[config.mk]
export PLATFORM = sky130hd
export DESIGN_NAME = load_use_scoreboard
export DESIGN_NICKNAME = d
export VERILOG_FILES = /design/src/rtl/load_use_scoreboard.sv
export SDC_FILE = /design/constraint.sdc
export NUM_CORES = 1
export LEC_CHECK = 0
export CELL_PAD_IN_SITES_DETAIL_PLACEMENT = 0
export CELL_PAD_IN_SITES_GLOBAL_PLACEMENT = 1
export CORE_MARGIN = 1.5
export CORE_UTILIZATION = 40
export CTS_CLUSTER_DIAMETER = 40
export CTS_CLUSTER_SIZE = 25
export DETAILED_ROUTE_END_ITERATION = 10
export PLACE_DENSITY = 0.87
export RECOVER_POWER = 100
export SLEW_MARGIN = 25
export SYNTH_ARGS = -nofsm -noshare
export SYNTH_HDL_FRONTEND = slang
export SYNTH_SLANG_ARGS = --single-unit
[constraint.sdc]
create_clock -name clk -period 3.6 [get_ports clk]
set_input_delay 0.36 -clock clk [delete_from_list [all_inputs] [get_ports clk]]
set_output_delay 0.36 -clock clk [all_outputs]
set_load 0.05 [all_outputs]
[src/rtl/load_use_scoreboard.sv]
`default_nettype none
// load_use_scoreboard: multi-slot decode hazard unit with a per-register load countdown scoreboard.
// Revision 1.0 - initial release.
module load_use_scoreboard #(
  parameter int ISSUE_WIDTH = 2,
  parameter int REG_ADDR_W  = 5,
  parameter int LOAD_LAT    = 1,
  parameter int CNT_W       = 32
) (
  input  logic                              clk,
  input  logic                              rst_n,
  input  logic [ISSUE_WIDTH-1:0]            id_valid,
  input  logic [ISSUE_WIDTH*REG_ADDR_W-1:0] id_rs,
  input  logic [ISSUE_WIDTH*REG_ADDR_W-1:0] id_rt,
  input  logic [ISSUE_WIDTH-1:0]            id_uses_rs,
  input  logic [ISSUE_WIDTH-1:0]            id_uses_rt,
  input  logic [ISSUE_WIDTH*REG_ADDR_W-1:0] id_rd,
  input  logic [ISSUE_WIDTH-1:0]            id_rd_we,
  input  logic [ISSUE_WIDTH-1:0]            id_is_load,
  input  logic                              ex_hold,
  input  logic                              flush,
  output logic [ISSUE_WIDTH-1:0]            issue_mask,
  output logic [$clog2(ISSUE_WIDTH+1)-1:0]  issue_count,
  output logic                              pc_write,
  output logic                              ifid_write,
  output logic                              ctrl_bubble,
  output logic [CNT_W-1:0]                  stall_count
);

  localparam int NUM_REGS = 2**REG_ADDR_W;
  localparam int SB_W     = $clog2(LOAD_LAT+1);
  localparam int IC_W     = $clog2(ISSUE_WIDTH+1);
  localparam logic [SB_W-1:0] SB_LOAD = SB_W'(LOAD_LAT);

  logic [SB_W-1:0]        sb_cnt  [NUM_REGS];
  logic [SB_W-1:0]        sb_next [NUM_REGS];
  logic [NUM_REGS-1:0]    pending;
  logic [ISSUE_WIDTH-1:0] blocked;
  logic                   stop;
  logic                   stall_event;

  // Register 0 is never loaded, so its counter stays zero and never reports pending.
  generate
    for (genvar r = 0; r < NUM_REGS; r++) begin : g_pend
      assign pending[r] = (sb_cnt[r] != '0);
    end
  endgenerate

  generate
    for (genvar i = 0; i < ISSUE_WIDTH; i++) begin : g_slot
      logic [REG_ADDR_W-1:0] rs;
      logic [REG_ADDR_W-1:0] rt;
      logic [REG_ADDR_W-1:0] rd;
      logic                  rs_live;
      logic                  rt_live;
      logic                  raw_sb;
      logic                  waw_sb;
      logic                  raw_intra;

      assign rs      = id_rs[i*REG_ADDR_W +: REG_ADDR_W];
      assign rt      = id_rt[i*REG_ADDR_W +: REG_ADDR_W];
      assign rd      = id_rd[i*REG_ADDR_W +: REG_ADDR_W];
      assign rs_live = id_uses_rs[i] && (rs != '0);
      assign rt_live = id_uses_rt[i] && (rt != '0);
      assign raw_sb  = (rs_live && pending[rs]) || (rt_live && pending[rt]);
      assign waw_sb  = id_rd_we[i] && (rd != '0) && pending[rd];

      // No forwarding between slots of one bundle: any older in-bundle writer blocks a reader.
      always_comb begin
        raw_intra = 1'b0;
        for (int j = 0; j < i; j++) begin
          if (id_valid[j] && id_rd_we[j]) begin
            if (rs_live && (id_rd[j*REG_ADDR_W +: REG_ADDR_W] == rs)) raw_intra = 1'b1;
            if (rt_live && (id_rd[j*REG_ADDR_W +: REG_ADDR_W] == rt)) raw_intra = 1'b1;
          end
        end
      end

      assign blocked[i] = id_valid[i] && (raw_sb || waw_sb || raw_intra);
    end
  endgenerate

  always_comb begin
    issue_mask = '0;
    stop       = ex_hold || flush;
    for (int i = 0; i < ISSUE_WIDTH; i++) begin
      stop          = stop || blocked[i];
      issue_mask[i] = id_valid[i] && !stop;
    end
  end

  always_comb begin
    issue_count = '0;
    for (int i = 0; i < ISSUE_WIDTH; i++) begin
      issue_count = issue_count + IC_W'(issue_mask[i]);
    end
  end

  assign pc_write    = !ex_hold && (flush || (issue_mask == id_valid));
  assign ifid_write  = pc_write;
  assign ctrl_bubble = id_valid[0] && !issue_mask[0] && !flush;

  // Age every counter, then let issuing loads reload theirs (set wins over decrement).
  always_comb begin
    for (int r = 0; r < NUM_REGS; r++) begin
      sb_next[r] = pending[r] ? (sb_cnt[r] - SB_W'(1)) : '0;
    end
    for (int i = 0; i < ISSUE_WIDTH; i++) begin
      if (issue_mask[i] && id_is_load[i] && id_rd_we[i] &&
          (id_rd[i*REG_ADDR_W +: REG_ADDR_W] != '0)) begin
        sb_next[id_rd[i*REG_ADDR_W +: REG_ADDR_W]] = SB_LOAD;
      end
    end
  end

  always_ff @(posedge clk or negedge rst_n) begin
    if (!rst_n) begin
      for (int r = 0; r < NUM_REGS; r++) sb_cnt[r] <= '0;
    end else if (!ex_hold) begin
      for (int r = 0; r < NUM_REGS; r++) sb_cnt[r] <= sb_next[r];
    end
  end

  assign stall_event = !ex_hold && !flush && ((id_valid & ~issue_mask) != '0);

  always_ff @(posedge clk or negedge rst_n) begin
    if (!rst_n) begin
      stall_count <= '0;
    end else if (stall_event && (stall_count != '1)) begin
      stall_count <= stall_count + CNT_W'(1);
    end
  end

endmodule
`default_nettype wire
==> impl_metrics.prom, run 1 <==
# TYPE chip_impl_metric gauge
chip_impl_metric{name="netlist-cell-type-count",unit=""} 59
chip_impl_info{name="path_cells",value="mux4_2 -> nor2b_1 -> a211oi_1 -> o32ai_1 -> nor4_1 -> nand4_1 -> buf_4 -> o21ai_0 -> a21oi_1 -> nor2_1 -> buf_4 -> buf_6"} 1
chip_impl_metric{name="cellLeakagePower",unit="uW"} 0.00283
chip_impl_metric{name="multi_input_comb_area",unit="mm^2"} 0.00327
chip_impl_metric{name="worst-path-max-fanout",unit=""} 7
chip_impl_metric{name="row_count",unit=""} 40
chip_impl_metric{name="final_nets",unit=""} 663
chip_impl_metric{name="synth_async_sr_flop_share",unit=""} 1.00
chip_impl_metric{name="finalHoldViolCount",unit=""} 0
chip_impl_metric{name="worst_skew_pair.late_latency",unit="ps"} 330
chip_impl_info{name="critical_path.top_delay_family",value="simple AND/OR/NAND/NOR gates"} 1
chip_impl_info{name="layout.cells.most_common",value="dfrtp_1"} 1
chip_impl_metric{name="gp_congestion",unit=""} 0.963
chip_impl_metric{name="vdd_drop_max",unit="mV"} 0.197
chip_impl_metric{name="drt-total-wl",unit="um"} 16900
chip_impl_metric{name="final_max_slew_viol_count",unit=""} 34
chip_impl_metric{name="cts-buffers-inserted",unit=""} 9
chip_impl_metric{name="global_route.usage.total",unit=""} 0.257
chip_impl_metric{name="worst_path_largest_cell_delay",unit="ps"} 520
chip_impl_metric{name="finalWorstPathRequiredPeriod",unit="ps"} 3460
chip_impl_metric{name="synth_sequential_area_ratio",unit=""} 0.315
chip_impl_metric{name="power.total",unit="uW"} 2070
chip_impl_metric{name="max_clock_freq",unit="MHz"} 289
chip_impl_info{name="run_status",value="complete, but fails checks"} 1
chip_impl_metric{name="synth-seq-cells",unit=""} 64
chip_impl_metric{name="io_buffers",unit=""} 82
chip_impl_info{name="root_buffer",value="clkbuf_16"} 1
chip_impl_info{name="setup.worst_path.start_class",value="register"} 1
chip_impl_metric{name="cap_violations",unit=""} 1
chip_impl_metric{name="chipHeight",unit="um"} 116
chip_impl_metric{name="via_count",unit=""} 4883
chip_impl_metric{name="arrival",unit="ps"} 3100
chip_impl_metric{name="cts_max_path_buffers",unit=""} 2
chip_impl_metric{name="syn_to_final_growth",unit="%"} 28.0
chip_impl_metric{name="timing.slew.headroom",unit=""} -0.192
chip_impl_info{name="path_class",value="register to primary output"} 1
chip_impl_metric{name="first_global_vias",unit=""} 4884
chip_impl_metric{name="post-route-period-util",unit=""} 0.961
chip_impl_info{name="failing_checks",value="capacitance limit, slew limit"} 1
chip_impl_metric{name="route.antenna.remaining_nets",unit=""} 0
chip_impl_metric{name="detail_route.drc_violations",unit=""} 0
chip_impl_metric{name="vias_per_cell",unit=""} 6.18
chip_impl_metric{name="finalClockSkew",unit="ps"} 7.65
chip_impl_metric{name="num_io_pins",unit=""} 83
chip_impl_metric{name="postCtsHoldBufs",unit=""} 0
chip_impl_metric{name="grt_max_degree",unit=""} 39
chip_impl_info{name="crit_path_top_delay_cell",value="dfrtp_1"} 1
chip_impl_metric{name="number_of_design_rule_violations_left_by_the_first_detailed_router_iteration",unit=""} 461
chip_impl_metric{name="initial_utilization",unit=""} 0.416
chip_impl_metric{name="synth.yosys.warnings",unit=""} 0
chip_impl_metric{name="antennaDiodeCount",unit=""} 0
chip_impl_metric{name="htree_num_levels",unit=""} 3
chip_impl_info{name="synth_top_flop_cell",value="dfrtp_1"} 1
chip_impl_metric{name="power.density",unit="mW/mm^2"} 318
chip_impl_metric{name="final-setup-viol-count",unit=""} 0
chip_impl_metric{name="synth_edf_count",unit=""} 0
chip_impl_metric{name="coreArea",unit="mm^2"} 0.0122
chip_impl_metric{name="syn-instance-count",unit=""} 524
chip_impl_metric{name="clk_pin_slew_worst_paths",unit="ps"} 60
chip_impl_info{name="worstHoldPathType",value="register to register"} 1
chip_impl_metric{name="avgRoutedWirePerCell",unit="um"} 21.4
chip_impl_metric{name="synth_area",unit="mm^2"} 0.00508
chip_impl_metric{name="max_slew.worst_pin.slew",unit="ps"} 1790
chip_impl_info{name="mostFrequentLayoutCells",value="dfrtp_1, nand2_1, mux2i_1"} 1
chip_impl_info{name="cts_tree",value="done"} 1
chip_impl_metric{name="filler_cell_count",unit=""} 1143
chip_impl_info{name="rsz0062_at_grt",value="false"} 1
chip_impl_info{name="crit_path_end_kind",value="primary output"} 1
chip_impl_metric{name="crit_path_buf_inv_count",unit=""} 3
chip_impl_metric{name="antenna_found_initial",unit=""} 0
chip_impl_metric{name="finalCoreUtilization",unit=""} 0.532
chip_impl_metric{name="grt_pass1_wl",unit="um"} 25900
chip_impl_metric{name="dieWidth",unit="um"} 116
chip_impl_metric{name="dp.final_hpwl",unit="um"} 12100
chip_impl_metric{name="drt-pass1-iter-count",unit=""} 5
chip_impl_info{name="crit_top_cell",value="buf_4"} 1
chip_impl_metric{name="critPathRequiredTime",unit="ps"} 3240
chip_impl_metric{name="grt-ovfl-total",unit=""} 0
chip_impl_metric{name="syn_area_per_cell",unit="um^2"} 9.69
chip_impl_metric{name="clkSinkCount",unit=""} 64
chip_impl_metric{name="synth.net_count",unit=""} 570
chip_impl_metric{name="fp.dieArea",unit="mm^2"} 0.0134
chip_impl_metric{name="layout-drive-gt1-share",unit=""} 0.166
chip_impl_metric{name="seqCellArea",unit="mm^2"} 0.00160
timing repair:
action / in CTS / in global routing
gates resized for setup: 1 / 9
setup buffers: 0 / 0
endpoints found under the setup margin: 3 / 4
pin swaps: 0 / 1
cells by family (layout without fill, tap and decap cells):
kind of cell | count (synthesis) | count (layout) | share of synthesized area
AND/OR/NAND/NOR | 218 | 218 | 0.225
AO/OA/AOI/OAI | 81 | 81 | 0.134
multiplexers | 78 | 78 | 0.214
flip-flops | 64 | 64 | 0.315
XOR/XNOR | 41 | 41 | 0.0707
buffers and inverters | 40 | 138 | 0.0352
adder cells (fa/ha/maj) | 2 | 2 | 0.00493
state kept, by name (all words and copies together) (netlist names):
signal	flops
pending	32
stall_count	32
power breakdown:
group          switching, uW  internal (uW)
Sequential              36.5            747
Clock                    327            486
Combinational            285            185
Total                    649           1420
metrics by stage:
step | TNS [ps] | area, um^2 | setup slack [ps] | hold slack [ps] | std cells
5_1_grt | 0 | 6500 | 9.31 | 497 | 790
2_1_floorplan | 0 | 5080 | 53.2 | 64.4 | 524
6_report | 0 | 6500 | 141 | 482 | 790
4_1_cts | 0 | 6570 | 31.2 | 104 | 790
3_3_place_gp | 0 | 6290 | 19.4 | 453 | 774
3_5_place_dp | -51.1 | 6290 | -18.6 | 459 | 774
worst paths after layout:
path,startpoint,endpoint,slack (ps),depth (start not counted)
worst max-delay path,pending[5],pc_write,140,12
min in group asynchronous,rst_n,pending[16],500,1
worst min register to register,stall_count[7],stall_count[7],480,1
worst max register to register,pending[5],stall_count[1],250,10
worst min-delay path,stall_count[7],stall_count[7],480,1
max in group asynchronous,rst_n,stall_count[29],1470,2
cells in the mapped netlist, types with 10 or more instances:
cell      instances  area, um^2
dfrtp_1          64        1600
xor2_1           36         315
mux2i_1          48         480
clkbuf_1         20        75.1
nand2b_1         13        81.3
nand2_1          61         229
nor3_1           10        50.1
o22ai_1          11        68.8
o221ai_1         21         184
mux4_2           24         541
nor2_1           39         146
nand3_1          24         120
metal layers:
layer / GRT usage / share of wire
met3: 0.0481 / 0.078
met2: 0.410 / 0.47
met1: 0.326 / 0.40
met4: 0.151 / 0.054
met5: 0 / 0
layout make-up:
type                    instances  area share
inverters                       4     0.00231
repair buffers                118       0.173
well taps                     168      0.0324
clock inverters                 6     0.00674
flip-flops and latches         64       0.246
multi-input cells             420       0.503
clock buffers                  10      0.0368
Note: power is estimated with default switching activity, not from simulation.
==> run 2, diff against run 1 <==
--- a/config.mk
+++ b/config.mk
@@ -5,6 +5,7 @@
 export SDC_FILE = /design/constraint.sdc
 export NUM_CORES = 1
 export LEC_CHECK = 0
+export ABC_CLOCK_PERIOD_IN_PS = 3600
 export CELL_PAD_IN_SITES_DETAIL_PLACEMENT = 0
 export CELL_PAD_IN_SITES_GLOBAL_PLACEMENT = 1
 export CORE_MARGIN = 1.5
==> results of run 2 <==
Final layout, timing and power as in run 1 (identical DEF).
